### config.mk
export PLATFORM = sky130hd
export DESIGN_NAME = lut_divider_2b_seq
export DESIGN_NICKNAME = d
export VERILOG_FILES = /design/src/rtl/lut_divider_2b_seq.sv
export SDC_FILE = /design/constraint.sdc
export NUM_CORES = 1
export LEC_CHECK = 0
export ABC_AREA = 1
export ABC_CLOCK_PERIOD_IN_PS = 3900
export CAP_MARGIN = 20
export CORE_MARGIN = 2
export CORE_UTILIZATION = 40
export DETAILED_ROUTE_END_ITERATION = 8
export SLEW_MARGIN = 20
export SYNTH_ARGS = -nofsm -noshare
export SYNTH_HDL_FRONTEND = slang
export SYNTH_SLANG_ARGS = --single-unit
### constraint.sdc
create_clock -name clk_div_2b -period 3.9 [get_ports clk_div_2b]
set_input_delay 0.585 -clock clk_div_2b [delete_from_list [all_inputs] [get_ports clk_div_2b]]
set_output_delay 0.585 -clock clk_div_2b [all_outputs]
set_load 0.02 [all_outputs]
### src/rtl/lut_divider_2b_seq.sv
// Sequential radix-4 unsigned divider: two quotient bits per cycle, digit chosen by
// comparing the partial remainder against a small table of divisor multiples.
module lut_divider_2b_seq #(
    parameter int WIDTH = 32
) (
    input  logic             clk_div_2b,
    input  logic             resetn_div_2b,
    input  logic             start_div_2b,
    input  logic [WIDTH-1:0] dividend_div_2b,
    input  logic [WIDTH-1:0] divisor_div_2b,
    output logic             busy_div_2b,
    output logic             done_div_2b,
    output logic [WIDTH-1:0] quotient_div_2b,
    output logic [WIDTH-1:0] remainder_div_2b,
    output logic             div_zero_div_2b
);

    localparam int RW = WIDTH + 2;
    localparam int CW = $clog2(WIDTH / 2 + 1);
    localparam logic [CW-1:0] CNT_LOAD = CW'(WIDTH / 2);
    localparam logic [CW-1:0] CNT_ONE  = CW'(1);

    typedef enum logic {IDLE, RUN} state_t;

    state_t           state_q, state_d;
    logic [CW-1:0]    cnt_q, cnt_d;
    logic [WIDTH-1:0] wq_q, wq_d;
    logic [RW-1:0]    wr_q, wr_d;
    logic [RW-1:0]    m1_q, m1_d, m2_q, m2_d, m3_q, m3_d;
    logic [WIDTH-1:0] quot_q, quot_d, rem_q, rem_d;
    logic             dz_q, dz_d, done_q, done_d;

    logic [RW-1:0]    trial, msel, r_next;
    logic [1:0]       digit;
    logic [WIDTH-1:0] q_next;

    function automatic logic [1:0] radix4_digit(input logic [RW-1:0] t,
                                                input logic [RW-1:0] m1,
                                                input logic [RW-1:0] m2,
                                                input logic [RW-1:0] m3);
        logic [1:0] d;
        if (t >= m3)      d = 2'd3;
        else if (t >= m2) d = 2'd2;
        else if (t >= m1) d = 2'd1;
        else              d = 2'd0;
        return d;
    endfunction

    // Remainder stays below the divisor, so only its low WIDTH bits feed the next trial.
    always_comb begin
        trial = RW'({wr_q, wq_q[WIDTH-1:WIDTH-2]});
        digit = radix4_digit(trial, m1_q, m2_q, m3_q);
        case (digit)
            2'd3:    msel = m3_q;
            2'd2:    msel = m2_q;
            2'd1:    msel = m1_q;
            default: msel = '0;
        endcase
        r_next = trial - msel;
        q_next = {wq_q[WIDTH-3:0], digit};
    end

    always_ff @(posedge clk_div_2b or negedge resetn_div_2b) begin
        if (!resetn_div_2b) begin
            state_q <= IDLE;
        end else begin
            state_q <= state_d;
        end
    end

    always_comb begin
        state_d = state_q;
        case (state_q)
            IDLE:    if (start_div_2b && (divisor_div_2b != '0)) state_d = RUN;
            RUN:     if (cnt_q == CNT_ONE) state_d = IDLE;
            default: state_d = IDLE;
        endcase
    end

    always_comb begin
        wq_d   = wq_q;
        wr_d   = wr_q;
        m1_d   = m1_q;
        m2_d   = m2_q;
        m3_d   = m3_q;
        cnt_d  = cnt_q;
        quot_d = quot_q;
        rem_d  = rem_q;
        dz_d   = dz_q;
        done_d = 1'b0;
        case (state_q)
            IDLE: begin
                if (start_div_2b) begin
                    if (divisor_div_2b == '0) begin
                        quot_d = '1;
                        rem_d  = dividend_div_2b;
                        dz_d   = 1'b1;
                        done_d = 1'b1;
                    end else begin
                        wq_d  = dividend_div_2b;
                        wr_d  = '0;
                        m1_d  = {2'b00, divisor_div_2b};
                        m2_d  = {1'b0, divisor_div_2b, 1'b0};
                        m3_d  = {1'b0, divisor_div_2b, 1'b0} + {2'b00, divisor_div_2b};
                        cnt_d = CNT_LOAD;
                    end
                end
            end
            RUN: begin
                wr_d  = r_next;
                wq_d  = q_next;
                cnt_d = cnt_q - CNT_ONE;
                if (cnt_q == CNT_ONE) begin
                    quot_d = q_next;
                    rem_d  = r_next[WIDTH-1:0];
                    dz_d   = 1'b0;
                    done_d = 1'b1;
                end
            end
            default: ;
        endcase
    end

    always_ff @(posedge clk_div_2b or negedge resetn_div_2b) begin
        if (!resetn_div_2b) begin
            cnt_q  <= '0;
            wq_q   <= '0;
            wr_q   <= '0;
            m1_q   <= '0;
            m2_q   <= '0;
            m3_q   <= '0;
            quot_q <= '0;
            rem_q  <= '0;
            dz_q   <= 1'b0;
            done_q <= 1'b0;
        end else begin
            cnt_q  <= cnt_d;
            wq_q   <= wq_d;
            wr_q   <= wr_d;
            m1_q   <= m1_d;
            m2_q   <= m2_d;
            m3_q   <= m3_d;
            quot_q <= quot_d;
            rem_q  <= rem_d;
            dz_q   <= dz_d;
            done_q <= done_d;
        end
    end

    always_comb begin
        busy_div_2b      = (state_q == RUN);
        done_div_2b      = done_q;
        quotient_div_2b  = quot_q;
        remainder_div_2b = rem_q;
        div_zero_div_2b  = dz_q;
    end

endmodule

==> results_dict.tcl <==
set metrics [dict create \
    grt_max_degree 104 \
    clk_latency_ps 550 \
    hold_buffers 0 \
    gp_congestion 0.940 \
    synth_ff_type "dfrtp_1" \
    die-area_um2 38700 \
    cts_buffers 24 \
    drive_gt1_frac 0.296 \
    overflow 0 \
    synth_cell_type_count 60 \
    path_clk_slew_ps 70 \
    postPlaceCellArea_um2 18800 \
    initial_core_util 0.405 \
    grt_use_total 0.258 \
    crit_required_ps 4310 \
    synth_seq_cells 201 \
    final_util 0.591 \
    drt_iter0_drc 931 \
    setup_slack_ps -351 \
    postSynth.asyncResetShare 1.00 \
    rr_worst_depth 25 \
    first_pass_iters 7 \
    synth_edf_count 0 \
    die_w_um 197 \
    final_hold_viol_count 0 \
    num_rows 70 \
    wl_per_cell_um 18.0 \
    area_growth_syn_to_layout_pct 45.9 \
    r2r-start "wr_q[23]$_DFFE_PN0P_" \
    yosysWarnings 0 \
    avgSynthCellArea_um2 7.51 \
    worst-path-max-fanout 6 \
    syn_nets 2223 \
    cp-startpoint "wr_q[23]$_DFFE_PN0P_" \
    ant_nets 0 \
    design_area_um2 21600 \
    io_buffers 133 \
    fmax_mhz 235 \
    crit_type "register to register" \
    synth-seq-area-share 0.339 \
    status "finished with violations" \
    finalWirelength_um 52200 \
    worst_slew_pin_slew_ps 919 \
    timing.rr.end "wr_q[31]$_DFFE_PN0P_" \
    grt_pass1_vias 14300 \
    routed_via_density 5.17 \
    final.setup_skew_ps 14.6 \
    cp_slowest_cell "dfrtp_2" \
    antenna_found_initial 0 \
    core_area_um2 36600 \
    final_cell_mix "nand2_1, buf_4, inv_1" \
    cts_tree "yes" \
    finalCriticalPeriod_ps 4250 \
    drc 0 \
    start_kind "register" \
    cts_root_buffer "clkbuf_16" \
    ios 134 \
    hpwl_um 39600 \
    drv_cap 0 \
    r2r_slack_ps -350 \
    hp-class "primary input to async pin" \
    slew_viol_final 0 \
    cpMostUsedCell "buf_6" \
    critPathCapture "wr_q[31]$_DFFE_PN0P_" \
    vias 15000 \
    die_y_um 197 \
    netlist_area_um2 14800 \
    clockBufferDepth 3 \
    regArea_um2 5050 \
    multi_input_area_um2 10100 \
    dp_slack_ps -694 \
    finalSetupViolCount 42 \
    num-nets-final 2656 \
    violations "setup timing" \
    period_share 1.09 \
    slew_headroom 0.388 \
    synthCells 1975 \
    num_antenna_cells 0 \
    fillers 3351 \
    cpPeakStageDelay_ps 450 \
    arrival_ps 4660 \
    grt_pass1_wl_um 78400 \
    post-place-cells 2814 \
    final_common_cell "nand2_1" \
    critPathCaptureType "register" \
    final_cells 2894 \
    cts_sinks 201 \
    cts_max_level 1 \
    rsz0062_at_grt "yes" \
]
[critical path, delay by kind of cell, from the launching register on]
family                     cells  cell delay (ps)
and+or+nand+nor               10             1410
DFF                            1              450
buffers and inverters          6              690
AOI/OAI and AO/OA              7              850
adders and majority gates      2              690
[layout make-up]
type,instances,share of cell area
clock inverter,14,0.00977
timing repair buffer,464,0.187
clock buffer,30,0.0321
sequential,201,0.233
multi-input combinational,1463,0.467
inverter,254,0.0440
tap,468,0.0270
[registers in the layout (all words and copies together) (netlist names)]
register / cells
m1_q: 31
busy_div_2b: 1
done_div_2b: 1
div_zero_div_2b: 1
wq_q: 32
remainder_div_2b: 32
cnt_q: 5
m3_q: 34
wr_q: 32
quotient_div_2b: 32
[cell usage after synthesis (10+ instances only)]
cell | instances | area, µm²
or2_2 | 10 | 62.6
nand3_1 | 59 | 295
nand4_1 | 14 | 87.6
a21o_1 | 16 | 120
o21ai_0 | 181 | 906
a31oi_1 | 38 | 238
o22ai_1 | 11 | 68.8
nand2_1 | 453 | 1700
a21oi_1 | 167 | 836
nor3_1 | 12 | 60.1
ha_1 | 179 | 2240
nor2_1 | 190 | 713
inv_1 | 247 | 927
a221oi_2 | 20 | 300
clkbuf_1 | 33 | 124
nand2_2 | 11 | 68.8
buf_2 | 12 | 60.1
dfrtp_1 | 201 | 5030
[worst min path at each step]
stage                                          from                              end  slack, ps  cells past startpoint
finish                                resetn_div_2b   quotient_div_2b[7]$_DFFE_PN0P_        130                      1
global route                          resetn_div_2b              wq_q[5]$_DFFE_PN0P_        230                      1
CTS                                   resetn_div_2b   quotient_div_2b[7]$_DFFE_PN0P_        180                      1
detailed placement  remainder_div_2b[1]$_DFFE_PN0P_  remainder_div_2b[1]$_DFFE_PN0P_        470                      2
global placement    remainder_div_2b[1]$_DFFE_PN0P_  remainder_div_2b[1]$_DFFE_PN0P_        470                      2
floorplan                             resetn_div_2b            busy_div_2b$_DFF_PN0_        290                      0
[what timing repair did]
| action | 4_1_cts | 5_1_grt |
|---|---|---|
| endpoints found under the hold margin | 0 | 0 |
| gates cloned | 0 | 2 |
| pin swaps | 25 | 103 |
| buffers inserted | 11 | 26 |
| gates resized for setup | 143 | 234 |
| endpoints found under the setup margin | 52 | 56 |
[through the flow]
stage	setup TNS [ps]	hold WS, ps
after floorplan	0	289
after global placement	-13800	466
after detailed placement	-15620	466
after CTS	-5560	184
after global routing	-18080	228
final	-8190	131
[routing by layer]
| layer | track usage | vias to the layer above | wire, µm |
|---|---|---|---|
| met5 | 0 | - | 0 |
| met4 | 0.0755 | 0 | 1680 |
| met3 | 0.0269 | 89 | 1780 |
| met2 | 0.449 | 262 | 25900 |
| met1 | 0.341 | 7139 | 22800 |
| li1 | - | 7464 | - |
[kinds of logic (layout without fill, tap and decap cells)]
group           after synthesis  after routing  share of synthesized area
buf+inv                     311            762                     0.0842
fa+ha+maj                   181            181                      0.154
compound gates              478            478                      0.190
xor+xnor                     15             15                    0.00885
simple gates                789            789                      0.225
flops                       201            201                      0.339
Power is left out: the tool's default activity adds up to more than one toggle a clock period on the data nets, which glitch-free logic cannot reach.
